$ cat config.mk
export PLATFORM = sky130hd
export DESIGN_NAME = brick_scan_controller
export DESIGN_NICKNAME = d
export VERILOG_FILES = /design/src/rtl/brick_scan_controller.sv
export SDC_FILE = /design/constraint.sdc
export NUM_CORES = 1
export LEC_CHECK = 0
export ABC_AREA = 1
export CAP_MARGIN = 20
export CELL_PAD_IN_SITES_DETAIL_PLACEMENT = 0
export CELL_PAD_IN_SITES_GLOBAL_PLACEMENT = 1
export CORE_ASPECT_RATIO = 1.1
export CORE_MARGIN = 2
export CORE_UTILIZATION = 25
export DETAILED_ROUTE_END_ITERATION = 10
export GPL_TIMING_DRIVEN = 0
export PLACE_DENSITY = 0.67
export SETUP_SLACK_MARGIN = 0.2
export SLEW_MARGIN = 20
export SYNTH_ARGS = -nofsm -noshare
export SYNTH_HDL_FRONTEND = slang
export SYNTH_SLANG_ARGS = --single-unit
$ cat constraint.sdc
create_clock -name clk -period 1.5 [get_ports clk]
set_input_delay 0.375 -clock clk [delete_from_list [all_inputs] [get_ports clk]]
set_output_delay 0.375 -clock clk [all_outputs]
set_load 0.02 [all_outputs]
$ cat src/rtl/brick_scan_controller.sv
// Brick-collision scan sequencer: clears and runs the brick scanner once per frame, latches the first hit,
// writes the downgraded brick back and tracks how many bricks remain. Optional scoring via `SCORE_EN.
`timescale 1ns/1ps
module brick_scan_controller #(
  parameter logic [7:0] SCAN_TIMEOUT = 8'd200,
  parameter logic [7:0] PTS_NORMAL   = 8'd1,
  parameter logic [7:0] PTS_STRONG   = 8'd2
) (
  input  logic        clk,
  input  logic        resetn,
  input  logic        frame_tick,
  output logic        ballcheckEnable,
  output logic        ballcheckReset,
  input  logic        ballcheckEnd,
  input  logic        brickBallCollide,
  input  logic [2:0]  collideDir,
  input  logic [3:0]  brick_x,
  input  logic [3:0]  brick_y,
  input  logic [3:0]  brick_type,
  output logic        wr_en,
  output logic [3:0]  wr_x,
  output logic [3:0]  wr_y,
  output logic [3:0]  wr_type,
  output logic        hit_valid,
  output logic [2:0]  hit_dir,
  output logic        scan_done,
  output logic        scan_err,
  output logic        level_clear,
  output logic        overrun,
  output logic [15:0] score
);

  typedef enum logic [2:0] {IDLE, CLR, SCAN, WR, DONE} state_t;

  state_t      state_reg, state_next;
  logic        bcr_reg, hit_reg, err_reg, lc_reg;
  logic [6:0]  cnt_reg;
  logic [7:0]  tmo_reg;
  logic [3:0]  lat_x_reg, lat_y_reg, lat_type_reg;
  logic [2:0]  lat_dir_reg;
  logic        timeout_c, destroyed_c;
  logic [3:0]  wr_type_c;
  logic [6:0]  remaining_c;

  always_comb begin
    timeout_c = !ballcheckEnd && (tmo_reg == SCAN_TIMEOUT - 8'd1);
    case (lat_type_reg)
      4'd3:    wr_type_c = 4'd1;
      4'd4:    wr_type_c = 4'd2;
      default: wr_type_c = 4'd0;
    endcase
    // Only a counted brick (nonzero type) that gets wiped reduces the remaining count
    destroyed_c = hit_reg && (wr_type_c == 4'd0) && (lat_type_reg != 4'd0);
    remaining_c = cnt_reg - {6'd0, destroyed_c};
  end

  always_comb begin
    state_next = state_reg;
    case (state_reg)
      IDLE: if (frame_tick) state_next = CLR;
      CLR:  state_next = SCAN;
      SCAN: begin
        if (ballcheckEnd)   state_next = WR;
        else if (timeout_c) state_next = DONE;
      end
      WR:      state_next = DONE;
      DONE:    state_next = IDLE;
      default: state_next = IDLE;
    endcase
  end

  always_ff @(posedge clk) begin
    if (!resetn) begin
      state_reg    <= IDLE;
      bcr_reg      <= 1'b1;
      hit_reg      <= 1'b0;
      err_reg      <= 1'b0;
      lc_reg       <= 1'b0;
      cnt_reg      <= 7'd0;
      tmo_reg      <= 8'd0;
      lat_x_reg    <= 4'd0;
      lat_y_reg    <= 4'd0;
      lat_type_reg <= 4'd0;
      lat_dir_reg  <= 3'd0;
    end else begin
      state_reg <= state_next;
      bcr_reg   <= (state_next == CLR);
      if (state_reg == IDLE && frame_tick)
        lc_reg <= 1'b0;
      if (state_reg == CLR) begin
        hit_reg <= 1'b0;
        err_reg <= 1'b0;
        cnt_reg <= 7'd0;
        tmo_reg <= 8'd0;
      end
      if (state_reg == SCAN) begin
        tmo_reg <= tmo_reg + 8'd1;
        if (brick_x != 4'hF && brick_type != 4'd0 && cnt_reg != 7'h7F)
          cnt_reg <= cnt_reg + 7'd1;
        if (brickBallCollide && !hit_reg) begin
          hit_reg      <= 1'b1;
          lat_x_reg    <= brick_x;
          lat_y_reg    <= brick_y;
          lat_type_reg <= brick_type;
          lat_dir_reg  <= collideDir;
        end
        if (timeout_c)
          err_reg <= 1'b1;
      end
      if (state_reg == WR)
        lc_reg <= (remaining_c == 7'd0);
    end
  end

`ifdef SCORE_EN
  logic [15:0] score_reg;
  logic [7:0]  pts_c;
  logic [16:0] sum_c;

  always_comb begin
    pts_c = (lat_type_reg == 4'd3 || lat_type_reg == 4'd4) ? PTS_STRONG : PTS_NORMAL;
    sum_c = {1'b0, score_reg} + {9'd0, pts_c};
  end

  always_ff @(posedge clk) begin
    if (!resetn)
      score_reg <= 16'd0;
    else if (state_reg == WR && hit_reg)
      score_reg <= sum_c[16] ? 16'hFFFF : sum_c[15:0];
  end

  assign score = score_reg;
`else
  // Masked to zero; keeps the point values referenced when scoring is compiled out
  assign score = 16'd0 & {PTS_STRONG, PTS_NORMAL};
`endif

  assign ballcheckEnable = (state_reg == SCAN);
  assign ballcheckReset  = bcr_reg;
  assign wr_en           = (state_reg == WR) && hit_reg;
  assign wr_x            = wr_en ? lat_x_reg : 4'd0;
  assign wr_y            = wr_en ? lat_y_reg : 4'd0;
  assign wr_type         = wr_en ? wr_type_c : 4'd0;
  assign scan_done       = (state_reg == DONE);
  assign hit_valid       = scan_done && hit_reg;
  assign scan_err        = scan_done && err_reg;
  assign hit_dir         = lat_dir_reg;
  assign level_clear     = lc_reg;
  assign overrun         = frame_tick && (state_reg != IDLE);

endmodule

**After elaboration in Yosys (flattened, before gate mapping)**

Cells that the tools add are included.
W data, S select, Z words.

- Memory bits (read-only): 0
- Latch bits: 0
- Memories: 0
- Register bits: 37
- Bits of input ports: 20
- RAM bits: 0
- Output and inout bits: 39

- Equal/unequal tests: 10
- Reductions and logical operators: 22
- $mul: 0
- Divide/modulo/power cells: 0
- Muxes and demuxes: 21
- Shift operators: 0
- Add/subtract/negate cells: 3
- Bitwise logic cells: 0
- Order comparisons: 0

Operators by type and width:

| kind | count |
|---|---|
| $mux W7 | 3 |
| $mux W8 | 2 |
| $mux W4 | 3 |
| $pmux W3 S4 | 1 |
| $logic_and A1 B1 Y1 | 11 |
| $mux W3 | 3 |
| $add A8 B1 Y8 const B | 1 |
| $eq A8 B8 Y1 const B | 1 |
| $mux W1 | 8 |
| $reduce_bool A4 Y1 | 2 |
| $add A7 B1 Y7 const B | 1 |
| $logic_not A7 Y1 | 1 |
| $ne A7 B7 Y1 const B | 1 |
| $sub A7 B1 Y7 | 1 |
| $eq A3 B1 Y1 const B | 2 |
| $eq A3 B2 Y1 const B | 2 |
| $eq A4 B2 Y1 const B | 1 |
| $eq A4 B3 Y1 const B | 1 |
| $logic_not A4 Y1 | 1 |
| $ne A4 B4 Y1 const B | 1 |
| $pmux W2 S2 | 1 |
| $reduce_bool A2 Y1 | 2 |
| $eq A3 B3 Y1 const B | 1 |
| $logic_not A3 Y1 | 1 |
| 3 further kinds | 4 |

**Longest topological paths before layout**

- Word-level depth: 8
- Gate-level depth with buffers: 8
- Gate-level depth less buffers: 8

**Worst setup path before layout**

OpenSTA, ideal clock, no wires.

- Path kind: register to output
- Start point: register state_reg[0]
- End point: output port hit_valid
- Arrival: 1355 ps
- Required time: 1125 ps
- Cell stages (with the launch flop): 4
- Slack: -230 ps
- Cell sequence: dfxtp_1 nor3_1 inv_1 nor2_1

- Longest elaborated chain between the ends: 2

Ends and longest elaborated chain:

| what | RTL line | text |
|---|---|---|
| start, declared | 35 | `state_t state_reg, state_next;` |
| start signal, assigned | 86 | `state_reg <= state_next;` |
| $eq A3 B3 Y1 | 144 | `assign scan_done = (state_reg == DONE);` |
| net scan_done | 26 | `output logic scan_done,` |
| $logic_and A1 B1 Y1 | 145 | `assign hit_valid = scan_done && hit_reg;` |
| end, declared | 24 | `output logic hit_valid,` |

The timed path passes the listed nets, and every way through them passes these cells.

**Final worst setup path**

- Start point: register state_reg[2]
- End point: output port wr_type[1]

- Longest elaborated chain between the ends: 3

Ends and longest elaborated chain:

| what | RTL line | text |
|---|---|---|
| $eq A3 B2 Y1 | 140 | `assign wr_en = (state_reg == WR) && hit_reg;` |
| $logic_and A1 B1 Y1 | 140 |  |
| $mux W4 | 143 | `assign wr_type = wr_en ? wr_type_c : 4'd0;` |
| end, declared | 23 | `output logic [3:0] wr_type,` |

Every way passes these cells.

==> impl_metrics.json <==
{
  "antenna_found_initial": 0,
  "fin_worst_skew_ps": 3.15,
  "cts_max_level": 2,
  "layout_min_cycle_time_ps": 1740,
  "clockRootBuffer": "clkbuf_8",
  "avgSynthCellArea_sq_um": 6.94,
  "cts.sinks": 37,
  "clk_path_buf_depth": 2,
  "powerDensity_nw_per_um2": 780,
  "fin_ws_ps": -241,
  "core_sq_um": 7830,
  "nets": 400,
  "final_hold_viol_count": 0,
  "synthTopCellsByArea": "dfxtp_1 (37%), nand2_1 (11%), nor2_1 (8.7%)",
  "routed_via_density": 4.23,
  "cts_tree": "done",
  "synth_cell_types": 30,
  "portBuffers": 39,
  "grt_pass1_wl_mm": 9.03,
  "die_w_microns": 89.1,
  "synth_edf_count": 0,
  "p_total_uw": 2630,
  "place_congestion": 0.807,
  "setup_violations": 34,
  "ys_seq_area_frac": 0.372,
  "clk_latency_ps": 290,
  "hold_path.class": "in -> reg",
  "placed_cells_incl_taps": 451,
  "drive_gt1_frac": 0.466,
  "place.detailed.hpwl_mm": 3.73,
  "track_usage": 0.132,
  "maxCapViolations": 0,
  "grt_max_degree": 13,
  "synthCells": 287,
  "die-area_sq_um": 8690,
  "drt_first_pass_iters": 4,
  "yosys_most_used_dff": "dfxtp_1",
  "routed_wl_mm": 5.87,
  "clkTransAtPathRegs_ps": 80,
  "final_common_cell": "nand2_1",
  "max_clock_freq_mhz": 574,
  "violations": "setup timing",
  "io_pins": 59,
  "antenna_cells": 0,
  "grt_overflow": 0,
  "synth-seq-cells": 37,
  "grt_pass1_vias": 1920,
  "worstPathRequired_ps": 1120,
  "num_vias": 2058,
  "post-route-period-util": 1.16,
  "wl_per_cell_microns": 12.1,
  "rsz0062_at_grt": "yes",
  "cts_hold_buf": 0,
  "timing.setup.tns_ps": -4490,
  "cts_made_buffers": 5,
  "power_leakage_uw": 0.00141,
  "final_cells": 486,
  "vdd_drop_max_v": 0.000368,
  "worst-setup-path-type": "reg -> out",
  "drt_iter0_drc": 60,
  "synth.top_cell.area_share": 0.372,
  "syn_area_sq_um": 1990,
  "drc_errors": 0,
  "slew_violations": 0,
  "status": "complete, but fails checks",
  "dieHeight_microns": 97.6,
  "pre_cts_ws_ps": -527,
  "end_kind": "primary output",
  "async_flop_share": 0,
  "start_util": 0.254,
  "timing.slew.headroom": 0.558,
  "largest_reg_flops": 8,
  "yosysTopAreaCell": "dfxtp_1",
  "tightest_slew_ps": 663,
  "rows": 34,
  "yosys_warnings": 0,
  "cp.arrival_ps": 1370,
  "area_growth_pct": 69.7,
  "ant_nets": 0,
  "cp-start-kind": "flip-flop",
  "path_max_fanout": 10,
  "layout_common_cells": "nand2_1 (42), buf_4 (36), dfxtp_1 (30)"
}
-- worst paths after layout --
kind                  end  slack [ps]         start  cells after the start
max            wr_type[1]        -240  state_reg[2]                      8
max reg2reg  lat_y_reg[0]        -100  state_reg[2]                     11
min reg2reg    tmo_reg[0]         460    tmo_reg[0]                      1
min            tmo_reg[0]         440        resetn                      3
-- critical path: stages, from the launching register on --
cell and delay (ps):
dfxtp_2 340, inv_4 60, nand2_4 50, inv_4 60
nand2_4 50, nor2_4 140, inv_6 90, nor3_4 140
buf_6 140
-- Yosys cell counts (2+ instances only) --
| master | count |
|---|---|
| nand3_2 | 2 |
| dfxtp_1 | 37 |
| buf_6 | 3 |
| nand3_1 | 13 |
| o21ai_1 | 2 |
| nand2_1 | 56 |
| ha_1 | 3 |
| inv_1 | 35 |
| nand4_1 | 2 |
| o21ai_2 | 7 |
| o21ai_0 | 12 |
| nor2_2 | 2 |
| a21oi_1 | 26 |
| a22oi_2 | 2 |
| inv_2 | 2 |
| nor2_1 | 46 |
| buf_4 | 19 |
| nor3_1 | 6 |
-- per-stage QoR --
stage	instance area (sq um)	util	hold WS, ps
finish	3380	0.432	441
CTS	3020	0.386	428
floorplan	2130	-	443
global placement	2650	0.339	457
detailed placement	2650	0.339	460
global route	3380	0.432	432
-- area by class of cell --
class | count | area, sq um
fill | 816 | 4450
inverter | 38 | 155
sequential | 37 | 754
buffer | 25 | 206
tap | 108 | 135
clock inverter | 2 | 35.0
timing repair buffer | 64 | 662
multi-input combinational | 206 | 1340
clock buffer | 6 | 93.8
-- where the power goes --
group / switching, uW / internal [uW] / total (uW)
sequential: 27.4 / 1020 / 1050
clock: 375 / 594 / 969
combinational: 329 / 285 / 614
total: 731 / 1900 / 2630
-- cells by family after synthesis --
| family | synth area share |
|---|---|
| AND/OR/NAND/NOR | 0.289 |
| buffers and inverters | 0.167 |
| AO/OA/AOI/OAI | 0.148 |
| flip-flops | 0.372 |
| adder cells (fa/ha/maj) | 0.0189 |
| XOR/XNOR | 0.00440 |
| other | 0.00188 |
-- routing by layer --
metal,wire (microns),up-vias,global-route usage
li1,-,1062,-
met5,0,-,0
met4,152,0,0.0436
met3,217,14,0.0255
met2,2940,48,0.218
met1,2560,934,0.170
-- timing repair --
action / 4_1_cts / 5_1_grt
pin swaps: 24 / 31
cloned: 1 / 4
buffers inserted: 13 / 9
gates resized for setup: 141 / 64
setup endpoints to repair: 30 / 53
(Power assumes the default switching activity.)
